<file path="src/rtl/mem_arbiter.sv">
// rtl/mem_arbiter.sv - Round-robin arbiter sharing one memory port between fetch (I) and load/store (D)
//
// Ports:
//   clk, rst                      clock, synchronous active-high reset
//   i_req, i_addr                 fetch request (held until i_done)
//   i_done, i_rdata, i_err        fetch completion pulse, data, timeout flag
//   d_req, d_we, d_addr,
//   d_wdata, d_be                 load/store request (held until d_done)
//   d_done, d_rdata, d_err        load/store completion pulse, data (0 for stores), timeout flag
//   m_req, m_we, m_addr,
//   m_wdata, m_be                 registered memory request
//   m_ack, m_rdata                memory completion and read data (same cycle)
//
// Optional feature: define MEM_ARB_TIMEOUT_EN to abort a memory transaction
// after TIMEOUT cycles without m_ack (completes with x_err=1, x_rdata=0).
// Without it the arbiter waits indefinitely and i_err/d_err are tied to 0.

module mem_arbiter #(
    parameter int unsigned TIMEOUT = 255
) (
    input  logic        clk,
    input  logic        rst,
    input  logic        i_req,
    input  logic [31:0] i_addr,
    output logic        i_done,
    output logic [31:0] i_rdata,
    output logic        i_err,
    input  logic        d_req,
    input  logic        d_we,
    input  logic [31:0] d_addr,
    input  logic [31:0] d_wdata,
    input  logic [3:0]  d_be,
    output logic        d_done,
    output logic [31:0] d_rdata,
    output logic        d_err,
    output logic        m_req,
    output logic        m_we,
    output logic [31:0] m_addr,
    output logic [31:0] m_wdata,
    output logic [3:0]  m_be,
    input  logic        m_ack,
    input  logic [31:0] m_rdata
);

    if (TIMEOUT < 1 || TIMEOUT > 65535) begin : g_bad_timeout
        $error("mem_arbiter: TIMEOUT must be within 1..65535");
    end

    typedef enum logic [1:0] {
        IDLE  = 2'd0,
        MEM_I = 2'd1,
        MEM_D = 2'd2,
        RESP  = 2'd3
    } state_t;

    state_t      state_q, state_d;
    logic        last_d_q, last_d_d;    // 1: most recent grant went to D
    logic        m_req_q, m_req_d;
    logic        m_we_q, m_we_d;
    logic [31:0] m_addr_q, m_addr_d;
    logic [31:0] m_wdata_q, m_wdata_d;
    logic [3:0]  m_be_q, m_be_d;
    logic        i_done_q, i_done_d;
    logic        d_done_q, d_done_d;
    logic [31:0] i_rdata_q, i_rdata_d;
    logic [31:0] d_rdata_q, d_rdata_d;
    logic        grant_d;

`ifdef MEM_ARB_TIMEOUT_EN
    localparam logic [15:0] TMO = 16'(TIMEOUT);
    logic [15:0] cnt_q, cnt_d;
    logic        i_err_q, i_err_d;
    logic        d_err_q, d_err_d;
`endif

    always_comb begin
        state_d   = state_q;
        last_d_d  = last_d_q;
        m_req_d   = m_req_q;
        m_we_d    = m_we_q;
        m_addr_d  = m_addr_q;
        m_wdata_d = m_wdata_q;
        m_be_d    = m_be_q;
        i_done_d  = 1'b0;
        d_done_d  = 1'b0;
        i_rdata_d = i_rdata_q;
        d_rdata_d = d_rdata_q;
        grant_d   = 1'b0;
`ifdef MEM_ARB_TIMEOUT_EN
        cnt_d     = cnt_q;
        i_err_d   = i_err_q;
        d_err_d   = d_err_q;
`endif
        case (state_q)
            IDLE: begin
                if (i_req || d_req) begin
                    // D takes the port when alone, or on a tie when I was served last
                    grant_d  = d_req && (!i_req || !last_d_q);
                    last_d_d = grant_d;
                    m_req_d  = 1'b1;
`ifdef MEM_ARB_TIMEOUT_EN
                    cnt_d    = 16'd0;
`endif
                    if (grant_d) begin
                        m_we_d    = d_we;
                        m_addr_d  = d_addr;
                        m_wdata_d = d_wdata;
                        m_be_d    = d_be;
                        state_d   = MEM_D;
                    end else begin
                        m_we_d    = 1'b0;
                        m_addr_d  = i_addr;
                        m_wdata_d = 32'd0;
                        m_be_d    = 4'hF;
                        state_d   = MEM_I;
                    end
                end
            end
            MEM_I, MEM_D: begin
                if (m_ack) begin
                    m_req_d = 1'b0;
                    state_d = RESP;
                    if (state_q == MEM_I) begin
                        i_done_d  = 1'b1;
                        i_rdata_d = m_rdata;
`ifdef MEM_ARB_TIMEOUT_EN
                        i_err_d   = 1'b0;
`endif
                    end else begin
                        d_done_d  = 1'b1;
                        d_rdata_d = m_we_q ? 32'd0 : m_rdata;
`ifdef MEM_ARB_TIMEOUT_EN
                        d_err_d   = 1'b0;
`endif
                    end
                end
`ifdef MEM_ARB_TIMEOUT_EN
                // An ack in the same cycle as expiry is handled above and wins
                else if (cnt_q + 16'd1 == TMO) begin
                    m_req_d = 1'b0;
                    state_d = RESP;
                    if (state_q == MEM_I) begin
                        i_done_d  = 1'b1;
                        i_rdata_d = 32'd0;
                        i_err_d   = 1'b1;
                    end else begin
                        d_done_d  = 1'b1;
                        d_rdata_d = 32'd0;
                        d_err_d   = 1'b1;
                    end
                end else begin
                    cnt_d = cnt_q + 16'd1;
                end
`endif
            end
            RESP: begin
                // Requests are not sampled here so a dropping requester is never re-granted
                state_d = IDLE;
            end
            default: state_d = IDLE;
        endcase
    end

    always_ff @(posedge clk) begin
        if (rst) begin
            state_q   <= IDLE;
            last_d_q  <= 1'b0;
            m_req_q   <= 1'b0;
            m_we_q    <= 1'b0;
            m_addr_q  <= 32'd0;
            m_wdata_q <= 32'd0;
            m_be_q    <= 4'd0;
            i_done_q  <= 1'b0;
            d_done_q  <= 1'b0;
            i_rdata_q <= 32'd0;
            d_rdata_q <= 32'd0;
`ifdef MEM_ARB_TIMEOUT_EN
            cnt_q     <= 16'd0;
            i_err_q   <= 1'b0;
            d_err_q   <= 1'b0;
`endif
        end else begin
            state_q   <= state_d;
            last_d_q  <= last_d_d;
            m_req_q   <= m_req_d;
            m_we_q    <= m_we_d;
            m_addr_q  <= m_addr_d;
            m_wdata_q <= m_wdata_d;
            m_be_q    <= m_be_d;
            i_done_q  <= i_done_d;
            d_done_q  <= d_done_d;
            i_rdata_q <= i_rdata_d;
            d_rdata_q <= d_rdata_d;
`ifdef MEM_ARB_TIMEOUT_EN
            cnt_q     <= cnt_d;
            i_err_q   <= i_err_d;
            d_err_q   <= d_err_d;
`endif
        end
    end

    assign m_req   = m_req_q;
    assign m_we    = m_we_q;
    assign m_addr  = m_addr_q;
    assign m_wdata = m_wdata_q;
    assign m_be    = m_be_q;
    assign i_done  = i_done_q;
    assign d_done  = d_done_q;
    assign i_rdata = i_rdata_q;
    assign d_rdata = d_rdata_q;
`ifdef MEM_ARB_TIMEOUT_EN
    assign i_err   = i_err_q;
    assign d_err   = d_err_q;
`else
    assign i_err   = 1'b0;
    assign d_err   = 1'b0;
`endif

endmodule

</file>
<file path="config.mk">
export PLATFORM = sky130hd
export DESIGN_NAME = mem_arbiter
export DESIGN_NICKNAME = d
export VERILOG_FILES = /design/src/rtl/mem_arbiter.sv
export SDC_FILE = /design/constraint.sdc
export NUM_CORES = 1
export LEC_CHECK = 0
export CORE_UTILIZATION = 25
export DETAILED_ROUTE_END_ITERATION = 10
export GPL_TIMING_DRIVEN = 1
export PLACE_DENSITY = 0.62
export RECOVER_POWER = 25
export SLEW_MARGIN = 25
export SYNTH_ARGS = -nofsm -noshare
export SYNTH_HDL_FRONTEND = slang
export SYNTH_SLANG_ARGS = --single-unit
</file>
<file path="constraint.sdc">
create_clock -name clk -period 1.9 [get_ports clk]
set_input_delay 0.475 -clock clk [delete_from_list [all_inputs] [get_ports clk]]
set_output_delay 0.475 -clock clk [all_outputs]
set_load 0.01 [all_outputs]
</file>
# Word level (Yosys, flattened, before mapping)
# Index checks and enable logic that the tools add are counted.
# word_totals
regBits,139
out_inout_bits,138
wordCells,47
# classes
eq_ne,5
n_mux,14
bitwise,3
n_reduce_logical,14
# op_table
op,n
two-way mux 32 bit,3
AND reduction 3 bit,3
two-way mux 2 bit,3
case mux 2 bit (3 select lines),1
two-way mux 1 bit,5
== test 2 bit (second input constant),2
two-way mux 4 bit,1
!= test 2 bit (second input constant),2
AND reduction 2 bit,2
NOT 1 bit,3
OR reduction 3 bit,1
== test 2 x 1 -> 1 bit (second input constant),1
zero test 1 bit,2
zero test 2 bit,1
logical OR 1 bit,2
case mux 1 bit (2 select lines),1
nonzero test 2 bit,1
OR reduction 2 bit,1
logical AND 1 bit,1

# Longest topological paths before layout
# logic_depth
word_depth,6
ltp_mapped,7

# Worst setup path after synthesis
# Ideal clock, no wire load.
# synth_path
kind,register to register
from,reg state_q[0]
to,"reg d_rdata_q[10], in the netlist d_rdata[10]"
setup_ns,0.117
arrival_ns,1.440
path_slack_ns,0.343
stages_incl_launch_ff,7
n_path_buf,1
period_less_slack_ns,1.557
path_cell_list,dfxtp_1 inv_1 ha_1 nand2_1 o21a_4 buf_6 a22o_1
# synth_between
elab_chain_cells,3
elab_cells_between_ends,5
cone_classes,eq/ne: 2; bitwise: 1; reduce/logical: 2
# synth_lines
item,line_no,text
start: declaration,56,"state_t state_q, state_d;"
start signal: assignment,183,state_q <= state_d;
== test 2 x 1 -> 1 bit or == test 2 bit (tied branches),"94, 123",
OR reduction 2 bit or NOT 1 bit (tied branches),n/a,
AND reduction 3 bit (no source line) *,n/a,
end signal: assignment,193,d_rdata_q <= d_rdata_d;
end: declaration,66,"logic [31:0] d_rdata_q, d_rdata_d;"
# Every way passes the cells marked *; elsewhere a longest branch is shown, timed or not.
# A chain may end at the register's enable or synchronous reset.

# Worst setup path in the final report
# layout_path
from,"reg m_addr_q[26], in the netlist m_addr[26]"
to,out m_addr[26]
# layout_lines
item,line_no,text
start: declaration,60,"logic [31:0] m_addr_q, m_addr_d;"
start signal: assignment,187,m_addr_q <= m_addr_d;
end: declaration,38,"output logic [31:0] m_addr,"
# No word-level cell between the ends.

==> summary.txt <==
Outcome
  – Status: completed

Synth
  – Ys async rst share: 0
  – Synthesized cell area: 4950 µm²
  – Most frequent cell after synthesis: dfxtp_1
  – Top cells by count, synth: dfxtp_1 (139), nand2_1 (132), a22o_1 (65)
  – Main flop type after synthesis: dfxtp_1
  – Synth top area cells: dfxtp_1 (56%), a22o_1 (12%), nand2_1 (10%)
  – Yosys warns: 0
  – Yosys reg bits: 139
  – Post-synth EDFFs: 0
  – Syn Area/Cell: 9.649 µm²
  – Post-Syn Instances: 513
  – Yosys cell types: 36
  – Area leader, netlist: dfxtp_1
  – Post-synthesis sequential area ratio: 0.5622
  – Synth top area share: 0.5622

Placed design
  – Place WS: -64.99 ps
  – GP Congestion: 0.7315
  – Buffers on Ports: 273
  – Post-DP HPWL: 11.01 mm
  – Placed Instance Area: 7995 µm²

GRT
  – Global-route wire length before repair: 24.89 mm
  – Grt ovf: 0
  – Vias in the first global route: 4656
  – Tot GR Track Use: 0.1589
  – Initial antenna violation count: 0
  – Largest net degree at the start of global routing: 53

Cells and area
  – Footprint of the multi-input gates: 1884 µm²
  – Share of layout cells above drive strength 1: 0.06810
  – Area Growth Syn to Fin: 73.81%
  – Fillcell total: 1870
  – Number of diodes: 0
  – Nets@finish: 923
  – Fin util: 0.4420
  – Register area: 2783 µm²
  – Final non-filler cell area: 8603 µm²

Route
  – Vias: 4743
  – Drt drc: 0
  – Detailed Routing Iterations Pass 1: 6
  – Initial drt markers: 200
  – Final wirelength: 15.93 mm
  – Vias per inst: 4.483
  – Wirelength per Cell: 15.06 µm
  – Remaining antenna violation count: 0

Timing
  – Fin crit share: 0.9474
  – Min cycle time layout: 1800 ps
  – Final worst slack: 100.0 ps
  – RSZ-0062 raised after global routing: no
  – Pins Over Slew Limit: 0
  – FMAX: 0.5556 GHz
  – Setup TNS: 0 ps
  – WHS: 408.7 ps
  – Number of failing hold endpoints at the final stage: 0
  – Final Setup Violations: 0
  – Setup Skew: 8.484 ps

Flow run
  – Maximum Capacitance Violations: 0

CTS
  – Clk_lat worst skew: 420 ps
  – Total clock sinks: 139
  – CTS H-Tree Depth: 4
  – Clock Root Buffer: clkbuf_16
  – Inserted Clock Buffers: 17
  – Clk slew on worst S/H paths: 60 ps
  – Clock buffer depth: 2
  – CTS tree: yes

Critical path
  – Reg2Reg Depth: 5
  – Critical path startpoint category: flop
  – Critical path required time: 1420 ps
  – CP cell instances: clkdlybuf4s50_1
  – Critical path peak fanout: 2
  – Worst Path Buf+Inv: 1
  – Crit path DAT: 1320 ps
  – Levels on crit path: 1
  – Crit path largest cell delay: 560 ps
  – Setup CP Type: flop to primary output
  – Largest delay share family, worst path: buffers and inverters
  – Slowest stage cell, crit path: clkdlybuf4s50_1
  – Crit path capture type: primary output

Power
  – Comb pwr share: 0.329
  – Pwr per Cell Area: 1287 nW/µm²
  – Sw Ratio: 0.2971
  – Clock power share: 0.318
  – Sequential Power Share: 0.354
  – Worst IR drop on VDD: 0.0005143 V
  – Static Leak: 3.231 nW
  – Switching pwr: 3.290 mW
  – Pint: 7.782 mW

Die
  – Die area: 20370 µm²
  – Die Ht: 142.7 µm
  – Row count: 51
  – Initial core utilization: 0.2543
  – Die X: 142.7 µm
  – Core ar.: 19460 µm²
  – Total I/O pin count: 276

Min path
  – Hold Path Class: input pin to flop
  – Hold path depth: 2
-- flip-flops by register name, indices dropped and copies added, names as in the netlist --
| register | count |
|---|---|
| m_req | 1 |
| m_we | 1 |
| m_addr | 32 |
| i_done | 1 |
| m_wdata | 32 |
| i_rdata | 32 |
| d_done | 1 |
| d_rdata | 32 |
| m_be | 4 |
| last_d_q | 1 |
| state_q | 2 |
-- what timing repair did --
item,4_1_cts,5_1_grt
buffers inserted,0,0
hold buffers,0,0
setup endpoints to repair,1,1
gates resized for setup,1,1
cloned,0,0
-- cell type report --
type                            count  share of cell area
Timing Repair Buffer              293              0.3441
Multi-Input combinational cell    326              0.2190
Tap cell                          265             0.03854
Sequential cell                   139              0.3234
Inverter                            4            0.001745
Clock inverter                      8             0.01527
Clock buffer                       23             0.05788
-- placed cells by master, fill, tap and decap left out, types with 5 or more instances in the layout --
cell,count
buf_12,8
a31oi_1,32
dfxtp_1,139
a21oi_1,34
o21ai_0,17
buf_4,7
clkdlybuf4s50_1,269
clkbuf_16,17
a22o_1,65
o21ai_1,15
nand2_1,132
clkbuf_8,5
-- power by group through the flow --
stage	sequential (mW)	combinational (mW)	clock [mW]
CTS	3.92	3.74	3.62
global placement	3.97	3.73	0
floorplan	4.24	1.45	0
global route	3.99	3.97	3.76
detailed placement	3.97	3.73	0
finish	3.92	3.64	3.52
-- final timing paths --
check              start           to  slack, ps
max           m_addr[26]   m_addr[26]        100
min                  rst        m_req        410
max reg2reg   state_q[0]  d_rdata[25]        200
min reg2reg  i_rdata[28]  i_rdata[28]        450
-- cell families after synthesis --
kind of cell	share of synthesized area
AO/OA/AOI/OAI	0.2543
AND/OR/NAND/NOR	0.1153
flip-flops	0.5622
buffers and inverters	0.05738
adder cells (fa/ha/maj)	0.01011
other	0.0007576
-- stage by stage --
| step | std cells | total power, mW |
|---|---|---|
| global route | 1058 | 11.72 |
| CTS | 1058 | 11.29 |
| finish | 1058 | 11.07 |
| detailed placement | 1027 | 7.694 |
| global placement | 1027 | 7.694 |
| floorplan | 514 | 5.690 |
-- metal layers --
metal	global-route usage	up-vias	routed length (µm)
met5	0	-	0
met4	0.04641	0	170
met3	0.06338	13	1391
met2	0.2647	199	7371
met1	0.1873	2179	7000
li1	-	2352	-
Note: power is estimated with default switching activity, not from simulation.
==> patch 1 (config.mk and constraints unchanged) <==
The 4 states of `state_t` get a one-hot encoding in 4 bits.
--- a/src/rtl/mem_arbiter.sv
+++ b/src/rtl/mem_arbiter.sv
@@ -46,11 +46,11 @@
         $error("mem_arbiter: TIMEOUT must be within 1..65535");
     end
 
-    typedef enum logic [1:0] {
-        IDLE  = 2'd0,
-        MEM_I = 2'd1,
-        MEM_D = 2'd2,
-        RESP  = 2'd3
+    typedef enum logic [3:0] {
+        IDLE  = 4'b0001,
+        MEM_I = 4'b0010,
+        MEM_D = 4'b0100,
+        RESP  = 4'b1000
     } state_t;
 
     state_t      state_q, state_d;
Check against the original RTL: same outputs for any inputs over 4 cycles, from zero or initial values and one cycle with rst high; so few cycles prove little.
==> patch 1 against the original RTL <==
Cell area grew 13%. Non-clock buffer count grew 7. Synthesized cell count grew 28%. Routed wire length grew 32%. Sequential cell count grew 2. Register-to-register slack lost 0.05 ns. Via count grew 28%. Power shrank 19%. Worst setup slack lost 0.017 ns. Sequential power shrank 15%. Combinational power shrank 46%. Area after synthesis grew 19%. Die area grew 19%. Count of clock-buffer cells in the layout shrank 6. Critical path type unchanged.
==> patch 1: results (changes against the original RTL) <==
Peak VDD IR=0.512 mV (-0.44%); share of cells above drive strength 1=0.0731 (+0.00499); number of vias per cell=5.00 (+12%); placed insts=1186 (+15%); M2 GR Usage=0.276 (+0.0108); DR top layer=met5; largest net degree at the start of global routing=72 (+36%); pre-CTS setup slack=0.00626 ns (+0.0712 ns); gpl congestion=0.743 (+1.6%); multi-input logic area=2740 sq um (+45%); Root Driver=clkbuf_16; total CTS buffers=17 (unchanged); Avg WL per Cell=17.2 um (+15%); CTS H-tree depth=4 (unchanged); register area share after synthesis=0.477 (-0.0847); Post CTS Setup Buffer Count=0 (unchanged); post-synthesis mux area share=0 (unchanged); placed wire-length estimate=13700 um (+24%); first-pass GRT wire length=33100 um (+33%); routed wire length on met3=1870 um (+35%); number of diodes=0 (unchanged); GR Overflow Total=0 (unchanged); # fillers=2273 (+22%); Worst Skew=0.0146 ns (+0.00608 ns); Synth top cells by count=141 x dfxtp_1, 103 x a21oi_1, 94 x o21ai_0, 64 x nand4b_1, 58 x clkbuf_1; WL met1=9010 um (+29%); Compound-Gate Fraction of Synth Area=0.267 (+0.0126); ys flop type=dfxtp_1; adder-cell share of the synthesized area=0 (-0.0101); asr flop ratio synth=0 (unchanged); DP Area=9070 sq um (+14%); CTS resizes=0 (-1); M3 GR Usage=0.0667 (+0.00329); routed wire length=21000 um (+32%); IO Port Bufs=273 (unchanged); WP data arrival=1.34 ns (+0.02 ns); Synth Area in XOR/XNOR=0.00148 (+0.00148); static leakage power=3.17 nW (-1.8%); Critical-path top delay cell=clkdlybuf4s50_1; gr usage total=0.173 (+0.0143); CTS clk-pin slew, worst paths=0.06 ns (about the same); run status=finished, final reports clean; nets@finish=1030 (+12%); clk_lat worst skew=0.42 ns (about the same); GRT met1 Usage=0.214 (+0.0270); syn avg cell area=9.00 sq um (-6.7%); Pre-antenna DRT Iters=5 (-1); Syn. warnings=0 (unchanged); Min-Delay Path Class=in -> reg; ranking of synthesized cells by area=dfxtp_1 48%, nand4b_1 9.5%, a21oi_1 8.7%, o21ai_0 8.0%, o32ai_1 4.7%; initial antenna violation count=1 (+1); Max clock buf depth=2 (unchanged); WL met2=9720 um (+32%); vias in the first global route=6006 (+29%); post-synthesis cell type count=34 (-5.6%); Initial DRC Count=314 (+57%)
[patch 1: cell count changes after synthesis, moves of 33 or more]
| cell | unedited run | this run |
|---|---|---|
| nand2_1 | 132 | 0 |
| o21ai_0 | 8 | 94 |
| a21oi_1 | 34 | 103 |
| a22o_1 | 65 | 0 |
| nand4b_1 | 0 | 64 |
| clkbuf_1 | 11 | 58 |
| nand3_1 | 0 | 33 |
[patch 1: cell type report]
cell class	count	share of cell area
Multi-Input combinational cell	430	0.282
Sequential cell	141	0.291
Tap cell	313	0.0404
Clock inverter	13	0.0221
Timing Repair Buffer	300	0.319
Clock buffer	17	0.0439
Inverter	2	0.000775
[patch 1: worst paths after layout]
check	cells after the start	startpoint	slack (ns)	end
setup / recovery	1	m_be[0]$_SDFFE_PP0P_	0.08	m_be[0]
setup reg to reg	4	state_q[3]$_SDFFE_PP0P_	0.15	m_wdata[19]$_SDFFE_PP0P_
hold / removal	2	rst	0.37	d_rdata[19]$_SDFFE_PP0P_
hold reg to reg	2	i_rdata[2]$_SDFFE_PP0P_	0.46	i_rdata[2]$_SDFFE_PP0P_
[patch 1: power by group]
group / switching (W) / leakage [nW] / internal (W) / total (W)
combinational: 0.000969 / 1.72 / 0.00101 / 0.00198
clock: 0.00133 / 0.306 / 0.00233 / 0.00366
sequential: 0.000153 / 1.15 / 0.00320 / 0.00335
total: 0.00245 / 3.17 / 0.00655 / 0.00900
[patch 1: kinds of logic (layout without fill, tap and decap cells)]
family                 Yosys count  in the layout
AO/OA/AOI/OAI                  271            271
flip-flops                     141            141
AND/OR/NAND/NOR                156            156
buffers and inverters           87            332
other                            1              2
XOR/XNOR                         1              1
==> patch 2 (same flow settings) <==
Without the edit above. The option `MEM_ARB_TIMEOUT_EN` is turned on by a define.
--- a/src/rtl/mem_arbiter.sv
+++ b/src/rtl/mem_arbiter.sv
@@ -14,6 +14,8 @@
 // Optional feature: define MEM_ARB_TIMEOUT_EN to abort a memory transaction
 // after TIMEOUT cycles without m_ack (completes with x_err=1, x_rdata=0).
 // Without it the arbiter waits indefinitely and i_err/d_err are tied to 0.
+
+`define MEM_ARB_TIMEOUT_EN
 
 module mem_arbiter #(
     parameter int unsigned TIMEOUT = 255
Formal check against the unedited RTL: same outputs for any inputs over 4 cycles, from zero or initial values and one cycle with rst high; that may be too few to reach the edited logic, so the function may still have changed.
==> patch 2 against the original RTL <==
The flow now finishes with violations (design-rule violations, negative setup slack). Critical path type is now reg -> reg. Hold slack gained 0.017 ns. Critical endpoint is now d_rdata[21]$_SDFFE_PP0P_. Maximum frequency shrank 31%. Worst setup slack lost 0.80 ns. Die area grew 35%. Sequential cell count grew 18. Area after synthesis grew 36%. Cell area grew 33%. Routed wire length grew 47%. Combinational power grew 50%. Power grew 20%. First-iteration DRC count grew 93%.
==> patch 2: results (changes against the original RTL) <==
CP delay by family, top=simple AND/OR/NAND/NOR gates; static leakage power=4.16 nW (+29%); Sum Neg Setup Slack=-51.23 ns (-51.23 ns); Avg WL per Cell=16.3 um (+8.2%); WL met1=10000 um (+43%); Min-Delay Endpoint=m_wdata[3]$_SDFFE_PP0P_; Pre-antenna DRT Iters=8 (+2); CTS clk-pin slew, worst paths=0.07 ns; adder-cell share of the synthesized area=0.00930 (-0.000809); largest net degree at the start of global routing=69 (+30%); vias post-DR=6922 (+46%); reg2reg end=d_rdata[21]$_SDFFE_PP0P_; Critical-path top delay cell=or4b_4; DP Area=10500 sq um (+31%); placed wire-length estimate=16600 um (+51%); clk_lat worst skew=0.41 ns; asr flop ratio synth=0 (unchanged); Initial DRC Count=385 (+93%); Compound-Gate Fraction of Synth Area=0.189 (-0.0651); total CTS buffers=17 (unchanged); # setup viols final=86 (+86); Worst Skew=0.0146 ns (+0.00608 ns); ranking of synthesized cells by area=dfxtp_1 47%, mux2i_1 9.5%, nor2_1 5.0%, nand2_1 4.9%, nand4_1 3.9%; Crit. Startpoint=cnt_q[1]$_SDFFE_PP0P_; CP Max Fanout=7 (+5); M2 GR Usage=0.287 (+0.0222); Hold Slack=0.425 ns (+0.0167 ns); Peak VDD IR=0.748 mV (+45%); Worst path max stage delay=0.58 ns (+0.02 ns); first-pass GRT wire length=37300 um (+50%); post-synthesis cell type count=57 (+58%); # fillers=2522 (+35%); GRT met1 Usage=0.207 (+0.0192); final std cells w/o fill=1438 (+36%); number of diodes=0 (unchanged); post-synthesis mux area share=0.0953 (+0.0953); M3 GR Usage=0.0496 (-0.0138); Synth top cells by count=157 x dfxtp_1, 89 x nor2_1, 88 x nand2_1, 64 x mux2i_1, 53 x clkbuf_1; register area share after synthesis=0.467 (-0.0948); CTS resizes=52 (+51); DRC=5 (+5); DR top layer=met4; WL met2=11500 um (+56%); CP Capture Type=flop; Mapped Cells=766 (+49%); routed wire length on met3=1520 um (+9.0%); nets@finish=1233 (+34%); failing checks=design-rule violations, negative setup slack; Post CTS Setup Buffer Count=7 (+7); gr usage total=0.169 (+0.00976); CTS H-tree depth=4 (unchanged); WP data arrival=2.93 ns (+1.61 ns); Synth Area in XOR/XNOR=0.00651 (+0.00651); vias in the first global route=6811 (+46%); IO Port Bufs=275 (+0.73%); run status=complete, but fails checks; share of cells above drive strength 1=0.181 (+0.113); gpl congestion=0.917 (+25%); Reg2Reg Depth=10 (+5); PnR worst setup slack=-0.697 ns (-0.797 ns)
-- patch 2: cell types whose count changed after synthesis, moves of 33 or more --
cell / change
clkbuf_1: +42
a22o_1: -62
nand2_1: -44
nor2_1: +87
nand4_1: +42
mux2i_1: +64
a22oi_1: +33
-- patch 2: report_power, final --
part,leakage (nW),switching (W),internal (W)
sequential,1.28,0.000324,0.00389
clock,0.300,0.00156,0.00203
combinational,2.57,0.00290,0.00257
-- patch 2: stage by stage --
step                setup slack, ns  utilization
CTS                          -0.688        0.434
global route                 -0.789        0.435
global placement             -0.706        0.399
detailed placement           -0.794        0.399
floorplan                    -0.519            -
finish                       -0.697        0.435
-- patch 2: layout make-up --
class | count | area, sq um | share of cell area
sequential | 157 | 3150 | 0.277
tap | 335 | 419 | 0.0368
timing repair buffer | 378 | 3720 | 0.326
multi-input combinational | 525 | 3460 | 0.303
clock inverter | 14 | 170 | 0.0149
clock buffer | 18 | 439 | 0.0385
inverter | 11 | 41.3 | 0.00362
